**src/rtl/falc_pbus_pkg.sv**
```systemverilog
// falc_pbus_pkg: state encodings, timer widths and default timing for the framer bus bridge
package falc_pbus_pkg;

    localparam int DEF_NUM_CS   = 2;
    localparam int DEF_ALE_CYC  = 3;
    localparam int DEF_STRB_CYC = 3;
    localparam int DEF_REC_CYC  = 2;
    localparam int DEF_GNT_TMO  = 255;

    // ALE/strobe/recovery timers reach 15, the grant timeout reaches 65535
    localparam int CNT_W = 4;
    localparam int TMO_W = 16;

    typedef enum logic [2:0] {
        ST_IDLE,
        ST_REQ,
        ST_ALE,
        ST_STRB,
        ST_REC,
        ST_DONE
    } state_e;

    // Writes wrap the WRn pulse with one setup and one hold clock of driven data
    typedef enum logic [1:0] {
        PH_SETUP,
        PH_ACT,
        PH_HOLD
    } strb_ph_e;

endpackage

```
**src/rtl/falc_int_sync.sv**
```systemverilog
// falc_int_sync: per-bit two-flop synchroniser for framer interrupt lines
//   clk_i  : destination clock
//   rst_ni : asynchronous active-low reset, clears both stages
//   d_i    : asynchronous inputs
//   q_o    : synchronised outputs, two clocks behind d_i
module falc_int_sync #(
    parameter int W = 1
) (
    input  logic         clk_i,
    input  logic         rst_ni,
    input  logic [W-1:0] d_i,
    output logic [W-1:0] q_o
);

    logic [W-1:0] meta_q;
    logic [W-1:0] sync_q;

    always_ff @(posedge clk_i or negedge rst_ni) begin
        if (!rst_ni) begin
            meta_q <= '0;
            sync_q <= '0;
        end else begin
            meta_q <= d_i;
            sync_q <= meta_q;
        end
    end

    assign q_o = sync_q;

endmodule

```
**src/rtl/falc_pbus_bridge.sv**
```systemverilog
// falc_pbus_bridge: Wishbone-style slave to muxed 8-bit framer parallel bus bridge
//   PHY_CLK33_I / PHY_RSTn_I           : clock, asynchronous active-low reset
//   WB_ADD_I/WB_DATA_I/WB_STB_I/WB_WE_I: request; [9:2] register, [11:10] chip, data[7:0]
//   WB_DATA_O/WB_ACK_O/WB_VALID_O/WB_ERR_O : read data, write done, read valid, error
//   F56_WB_REQ_O / F56_WB_GNT_I        : shared-bus request and grant
//   F56_BADD_*, F56_ALE_O, F56_RDn_O, F56_WRn_O, F56_CSn_O : framer muxed bus
//   F56_INT_I / F56_INT_O              : raw and synchronised framer interrupts
module falc_pbus_bridge
    import falc_pbus_pkg::*;
#(
    parameter int NUM_CS   = DEF_NUM_CS,
    parameter int ALE_CYC  = DEF_ALE_CYC,
    parameter int STRB_CYC = DEF_STRB_CYC,
    parameter int REC_CYC  = DEF_REC_CYC,
    parameter int GNT_TMO  = DEF_GNT_TMO
) (
    input  logic              PHY_CLK33_I,
    input  logic              PHY_RSTn_I,
    input  logic [31:0]       WB_ADD_I,
    input  logic [31:0]       WB_DATA_I,
    output logic [31:0]       WB_DATA_O,
    input  logic              WB_STB_I,
    input  logic              WB_WE_I,
    output logic              WB_ACK_O,
    output logic              WB_VALID_O,
    output logic              WB_ERR_O,
    output logic              F56_WB_REQ_O,
    input  logic              F56_WB_GNT_I,
    input  logic [7:0]        F56_BADD_I,
    output logic [7:0]        F56_BADD_O,
    output logic              F56_BADD_DIR_O,
    output logic              F56_ALE_O,
    output logic              F56_RDn_O,
    output logic              F56_WRn_O,
    output logic [NUM_CS-1:0] F56_CSn_O,
    input  logic [NUM_CS-1:0] F56_INT_I,
    output logic [NUM_CS-1:0] F56_INT_O
);

    state_e             state_q;
    strb_ph_e           ph_q;
    logic [CNT_W-1:0]   cnt_q;
    logic [TMO_W-1:0]   tmo_q;
    logic [7:0]         addr_q;
    logic [1:0]         chip_q;
    logic               we_q;
    logic [7:0]         wdata_q;
    logic [7:0]         rdata_q;
    logic [7:0]         dout_q;
    logic               ack_q;
    logic               valid_q;
    logic               err_q;
    logic               req_q;
    logic [7:0]         badd_q;
    logic               dir_q;
    logic               ale_q;
    logic               rdn_q;
    logic               wrn_q;
    logic [NUM_CS-1:0]  csn_q;
    logic               unused_bits;

    assign unused_bits = ^{WB_ADD_I[31:12], WB_ADD_I[1:0], WB_DATA_I[31:8]};

    always_ff @(posedge PHY_CLK33_I or negedge PHY_RSTn_I) begin
        if (!PHY_RSTn_I) begin
            state_q <= ST_IDLE;
            ph_q    <= PH_SETUP;
            cnt_q   <= '0;
            tmo_q   <= '0;
            addr_q  <= '0;
            chip_q  <= '0;
            we_q    <= 1'b0;
            wdata_q <= '0;
            rdata_q <= '0;
            dout_q  <= '0;
            ack_q   <= 1'b0;
            valid_q <= 1'b0;
            err_q   <= 1'b0;
            req_q   <= 1'b0;
            badd_q  <= '0;
            dir_q   <= 1'b0;
            ale_q   <= 1'b0;
            rdn_q   <= 1'b1;
            wrn_q   <= 1'b1;
            csn_q   <= '1;
        end else if (!WB_STB_I) begin
            // Master withdrew: park the bus immediately, never finish a strobe
            state_q <= ST_IDLE;
            dout_q  <= '0;
            ack_q   <= 1'b0;
            valid_q <= 1'b0;
            err_q   <= 1'b0;
            req_q   <= 1'b0;
            badd_q  <= '0;
            dir_q   <= 1'b0;
            ale_q   <= 1'b0;
            rdn_q   <= 1'b1;
            wrn_q   <= 1'b1;
            csn_q   <= '1;
        end else begin
            case (state_q)
                ST_IDLE: begin
                    addr_q  <= WB_ADD_I[9:2];
                    chip_q  <= WB_ADD_I[11:10];
                    we_q    <= WB_WE_I;
                    wdata_q <= WB_DATA_I[7:0];
                    tmo_q   <= '0;
                    if (int'(WB_ADD_I[11:10]) >= NUM_CS) begin
                        err_q   <= 1'b1;
                        state_q <= ST_DONE;
                    end else begin
                        req_q   <= 1'b1;
                        state_q <= ST_REQ;
                    end
                end
                ST_REQ: begin
                    if (F56_WB_GNT_I) begin
                        badd_q  <= addr_q;
                        dir_q   <= 1'b1;
                        ale_q   <= 1'b1;
                        cnt_q   <= '0;
                        state_q <= ST_ALE;
                    end else if (tmo_q == TMO_W'(GNT_TMO - 1)) begin
                        req_q   <= 1'b0;
                        err_q   <= 1'b1;
                        state_q <= ST_DONE;
                    end else begin
                        tmo_q <= tmo_q + 1'b1;
                    end
                end
                ST_ALE: begin
                    if (cnt_q == CNT_W'(ALE_CYC - 1)) begin
                        ale_q   <= 1'b0;
                        cnt_q   <= '0;
                        state_q <= ST_STRB;
                        if (we_q) begin
                            badd_q <= wdata_q;
                            ph_q   <= PH_SETUP;
                        end else begin
                            badd_q <= '0;
                            dir_q  <= 1'b0;
                            csn_q  <= ~(NUM_CS'(1) << chip_q);
                            rdn_q  <= 1'b0;
                            ph_q   <= PH_ACT;
                        end
                    end else begin
                        cnt_q <= cnt_q + 1'b1;
                    end
                end
                ST_STRB: begin
                    case (ph_q)
                        PH_SETUP: begin
                            csn_q <= ~(NUM_CS'(1) << chip_q);
                            wrn_q <= 1'b0;
                            cnt_q <= '0;
                            ph_q  <= PH_ACT;
                        end
                        PH_ACT: begin
                            if (cnt_q == CNT_W'(STRB_CYC - 1)) begin
                                csn_q <= '1;
                                rdn_q <= 1'b1;
                                wrn_q <= 1'b1;
                                cnt_q <= '0;
                                if (we_q) begin
                                    ph_q <= PH_HOLD;
                                end else begin
                                    rdata_q <= F56_BADD_I;
                                    if (REC_CYC == 0) begin
                                        req_q   <= 1'b0;
                                        valid_q <= 1'b1;
                                        dout_q  <= F56_BADD_I;
                                        state_q <= ST_DONE;
                                    end else begin
                                        state_q <= ST_REC;
                                    end
                                end
                            end else begin
                                cnt_q <= cnt_q + 1'b1;
                            end
                        end
                        PH_HOLD: begin
                            badd_q <= '0;
                            dir_q  <= 1'b0;
                            if (REC_CYC == 0) begin
                                req_q   <= 1'b0;
                                ack_q   <= 1'b1;
                                state_q <= ST_DONE;
                            end else begin
                                state_q <= ST_REC;
                            end
                        end
                        default: ph_q <= PH_SETUP;
                    endcase
                end
                ST_REC: begin
                    if (cnt_q == CNT_W'(REC_CYC - 1)) begin
                        req_q   <= 1'b0;
                        ack_q   <= we_q;
                        valid_q <= !we_q;
                        dout_q  <= we_q ? 8'h00 : rdata_q;
                        state_q <= ST_DONE;
                    end else begin
                        cnt_q <= cnt_q + 1'b1;
                    end
                end
                ST_DONE: state_q <= ST_DONE;
                default: state_q <= ST_IDLE;
            endcase
        end
    end

    falc_int_sync #(.W(NUM_CS)) u_int_sync (
        .clk_i  (PHY_CLK33_I),
        .rst_ni (PHY_RSTn_I),
        .d_i    (F56_INT_I),
        .q_o    (F56_INT_O)
    );

    assign WB_DATA_O      = {24'h0, dout_q};
    assign WB_ACK_O       = ack_q;
    assign WB_VALID_O     = valid_q;
    assign WB_ERR_O       = err_q;
    assign F56_WB_REQ_O   = req_q;
    assign F56_BADD_O     = badd_q;
    assign F56_BADD_DIR_O = dir_q;
    assign F56_ALE_O      = ale_q;
    assign F56_RDn_O      = rdn_q;
    assign F56_WRn_O      = wrn_q;
    assign F56_CSn_O      = csn_q;

endmodule

```
**config.mk**
```make
export PLATFORM = sky130hd
export DESIGN_NAME = falc_pbus_bridge
export DESIGN_NICKNAME = d
export VERILOG_FILES = /design/src/rtl/falc_pbus_pkg.sv /design/src/rtl/falc_int_sync.sv /design/src/rtl/falc_pbus_bridge.sv
export SDC_FILE = /design/constraint.sdc
export NUM_CORES = 1
export LEC_CHECK = 0
export BUFFER_PORTS_ARGS = -buffer_cell sky130_fd_sc_hd__buf_2
export CELL_PAD_IN_SITES_DETAIL_PLACEMENT = 2
export CELL_PAD_IN_SITES_GLOBAL_PLACEMENT = 2
export CORE_MARGIN = 3
export CORE_UTILIZATION = 25
export DETAILED_ROUTE_END_ITERATION = 6
export PLACE_DENSITY_LB_ADDON = 0.1
export SLEW_MARGIN = 20
export SYNTH_ARGS = -nofsm -noshare
export SYNTH_HDL_FRONTEND = slang
export SYNTH_SLANG_ARGS = --single-unit
```
**constraint.sdc**
```tcl
create_clock -name PHY_CLK33_I -period 3.4 [get_ports PHY_CLK33_I]
set_input_delay 0.68 -clock PHY_CLK33_I [delete_from_list [all_inputs] [get_ports PHY_CLK33_I]]
set_output_delay 0.68 -clock PHY_CLK33_I [all_outputs]
set_load 0.05 [all_outputs]
```
==> results.toml <==
[outcome]
run_status = "finished clean"

[floorplanning]
rows = 46
die_w_um = 135
start_util_pct = 25.9
coreArea_sq_um = 16200
ios = 131
dieArea_sq_um = 18400
die_h_um = 135

[route]
routed_wl_mm = 11.4
post_drt_via_cell_ratio = 4.69
drt_iter0_markers = 98
drtPass1Iterations = 4
vias = 3266
ant_nets = 0
avgRoutedWirePerCell_um = 16.4
drc = 0

[final_layout]
num-nets-final = 560
insertedDiodeCount = 0
multi_input_area_sq_um = 1910
final_area_sq_um = 4920
area_growth_pct = 17.4
regArea_sq_um = 2060
fillers = 1809
drive_gt1_share_pct = 22.9

[logic_synthesis]
yosysTopAreaCellShare_pct = 46.6
synth.avg_cell_area_sq_um = 10.0
netlist_area_sq_um = 4190
synth_cell_types = 70
synthArstFlopShare_pct = 100
synth.most_common_cell = "nand2_1"
yosysTopAreaCell = "dfrtp_1"
synth_flop_cell = "dfrtp_1"
synth_edf_count = 0
synth.top_cells.by_count = "nand2_1, dfrtp_1, a21oi_1"
synth_cells = 419
ys_seq_elements = 82
yosys_warnings = 0
synthTopCellsByArea = "dfrtp_1, nand2_1, buf_4"
synth-seq-area-share_pct = 49.1

[clock_tree]
root_buffer = "clkbuf_16"
cts_sinks = 82
numCtsBuffers = 9
cts_tree = "yes"
clkSlewWorstSetupHoldPaths_ps = 60
postCtsSetupRepairBufs = 0
clock_path_buffers = 2
cts_max_level = 3
cts_hold_buf = 0
insertion_delay_ps = 340
ctsResizeCount = 0

[setup_path]
slowest_stage = "dfrtp_1"
start_kind = "flip-flop"
required_ps = 3660
path_class = "reg2reg"
path_cells = "nor2_4 > and3_1 > o21ai_2 > or4_1 > a21oi_1"
critPathMaxFanout = 17
cp.arrival_ps = 2530
end_kind = "flip-flop"
slowest_delay_ps = 620

[pwr]
vdd_drop_max_uv = 394
power_leakage_nw = 2.31
power_density_nw_per_um2 = 740

[grt]
grt_max_degree = 43
grt_pass1_wl_mm = 19.1
track_usage_pct = 13.2
antenna_found_initial = 0
first_global_vias = 3583
gr-total-overflow = 0

[timing]
rsz0062_at_grt = "false"
fin_skew_ps = 7.05
hold_viol = 0
fmax_mhz = 439
timing.final.crit_share_pct = 66.9
setup_tns_ps = 0
min_period_ps = 2280
finalMaxSlewViolations = 0
timing.slew.headroom_pct = 55.9
setup_viol = 0
max_slew.worst_pin.slew_ps = 661

[min_path]
hold_class = "in2async"

[place]
port_buffers = 60
dp_hpwl_mm = 8.22
dpl_cell_area_sq_um = 4610
place_congestion = 0.722

[run]
cap_viol_max_count = 0
state kept, by name (all words and copies together) (netlist names), 2 cells and up:
| name | count |
|---|---|
| tmo_q | 16 |
| state_q | 3 |
| F56_BADD_O | 8 |
| ph_q | 2 |
| cnt_q | 4 |
| wdata_q | 8 |
| chip_q | 2 |
| u_int_sync.q_o | 2 |
| addr_q | 8 |
| dout_q | 8 |
| rdata_q | 8 |
| F56_CSn_O | 2 |
| u_int_sync.meta_q | 2 |
final timing paths:
kind                                                 from  cells past startpoint                     endpoint  slack, ps
max reg2reg                        state_q[1]$_DFFE_PN0P_                      5        tmo_q[12]$_DFFE_PN0P_       1120
min reg2reg                u_int_sync.meta_q[0]$_DFF_PN0_                      0  u_int_sync.q_o[0]$_DFF_PN0_        350
min                                            PHY_RSTn_I                      1        dout_q[1]$_DFFE_PN0P_        330
max in group asynchronous                      PHY_RSTn_I                      2        F56_WRn_O$_DFFE_PN1P_       2280
min in group PHY_CLK33_I   u_int_sync.meta_q[0]$_DFF_PN0_                      0  u_int_sync.q_o[0]$_DFF_PN0_        350
max                                state_q[1]$_DFFE_PN0P_                      5        tmo_q[12]$_DFFE_PN0P_       1120
worst max-delay path, delay by kind of cell (launching register included):
kind	cells	cell delay [ps]
AOI/OAI and AO/OA	2	380
DFF	1	620
and+or+nand+nor	3	1200
placed cells by master, fill, tap and decap left out, types with 5 or more instances in the layout:
master / count
nand2_1: 82
dfrtp_1: 78
buf_2: 59
a21oi_1: 32
conb_1: 24
nor2_1: 21
o21ai_0: 16
nand3_1: 11
clkbuf_16: 9
mux2_1: 8
a22o_1: 8
a22oi_1: 8
buf_4: 8
inv_1: 6
or3_1: 6
nand2b_1: 6
nand4_1: 5
o31ai_1: 5
ha_1: 5
power by group:
group / switching, W / leakage [nW] / total [W] / internal, W
clock network: 0.000400 / 0.145 / 0.00101 / 0.000608
registers: 0.000238 / 1.07 / 0.00144 / 0.00120
logic: 0.000832 / 1.09 / 0.00119 / 0.000357
through the flow:
step                cells  util (%)  power, W  setup WS (ps)  hold WS (ps)
floorplan             442         -   0.00236           1530           331
global placement      681      28.5   0.00264           1110           333
detailed placement    681      28.5   0.00268           1080           346
CTS                   697      30.4   0.00373           1090           352
global route          697      30.4   0.00391            913           365
finish                697      30.4   0.00364           1120           335
area by class of cell:
| type | instances | share of cell area (%) |
|---|---|---|
| Sequential cell | 82 | 41.8 |
| Timing Repair Buffer | 67 | 7.22 |
| Multi-Input combinational cell | 310 | 38.8 |
| Clock inverter | 4 | 1.02 |
| Inverter | 6 | 0.458 |
| Tap cell | 216 | 5.49 |
| Clock buffer | 12 | 5.21 |
layer usage:
metal  share of wire, %  GRT usage [%]  wire (um)
met1                 46           17.3       5230
met2                 48           21.0       5430
met3                5.0           3.34        571
met4                1.4           4.76        164
met5                  0              0          0
cell families after synthesis:
group / synth area share, %
DFF: 49.1
xor gates and xnor gates: 1.04
muxes: 2.69
buffers and inverters: 7.46
AOI/OAI and AO/OA: 16.4
adders and majority gates: 1.49
and+or+nand+nor: 21.8
other: 0.0895
No activity file was read; power rests on OpenSTA's default activity.
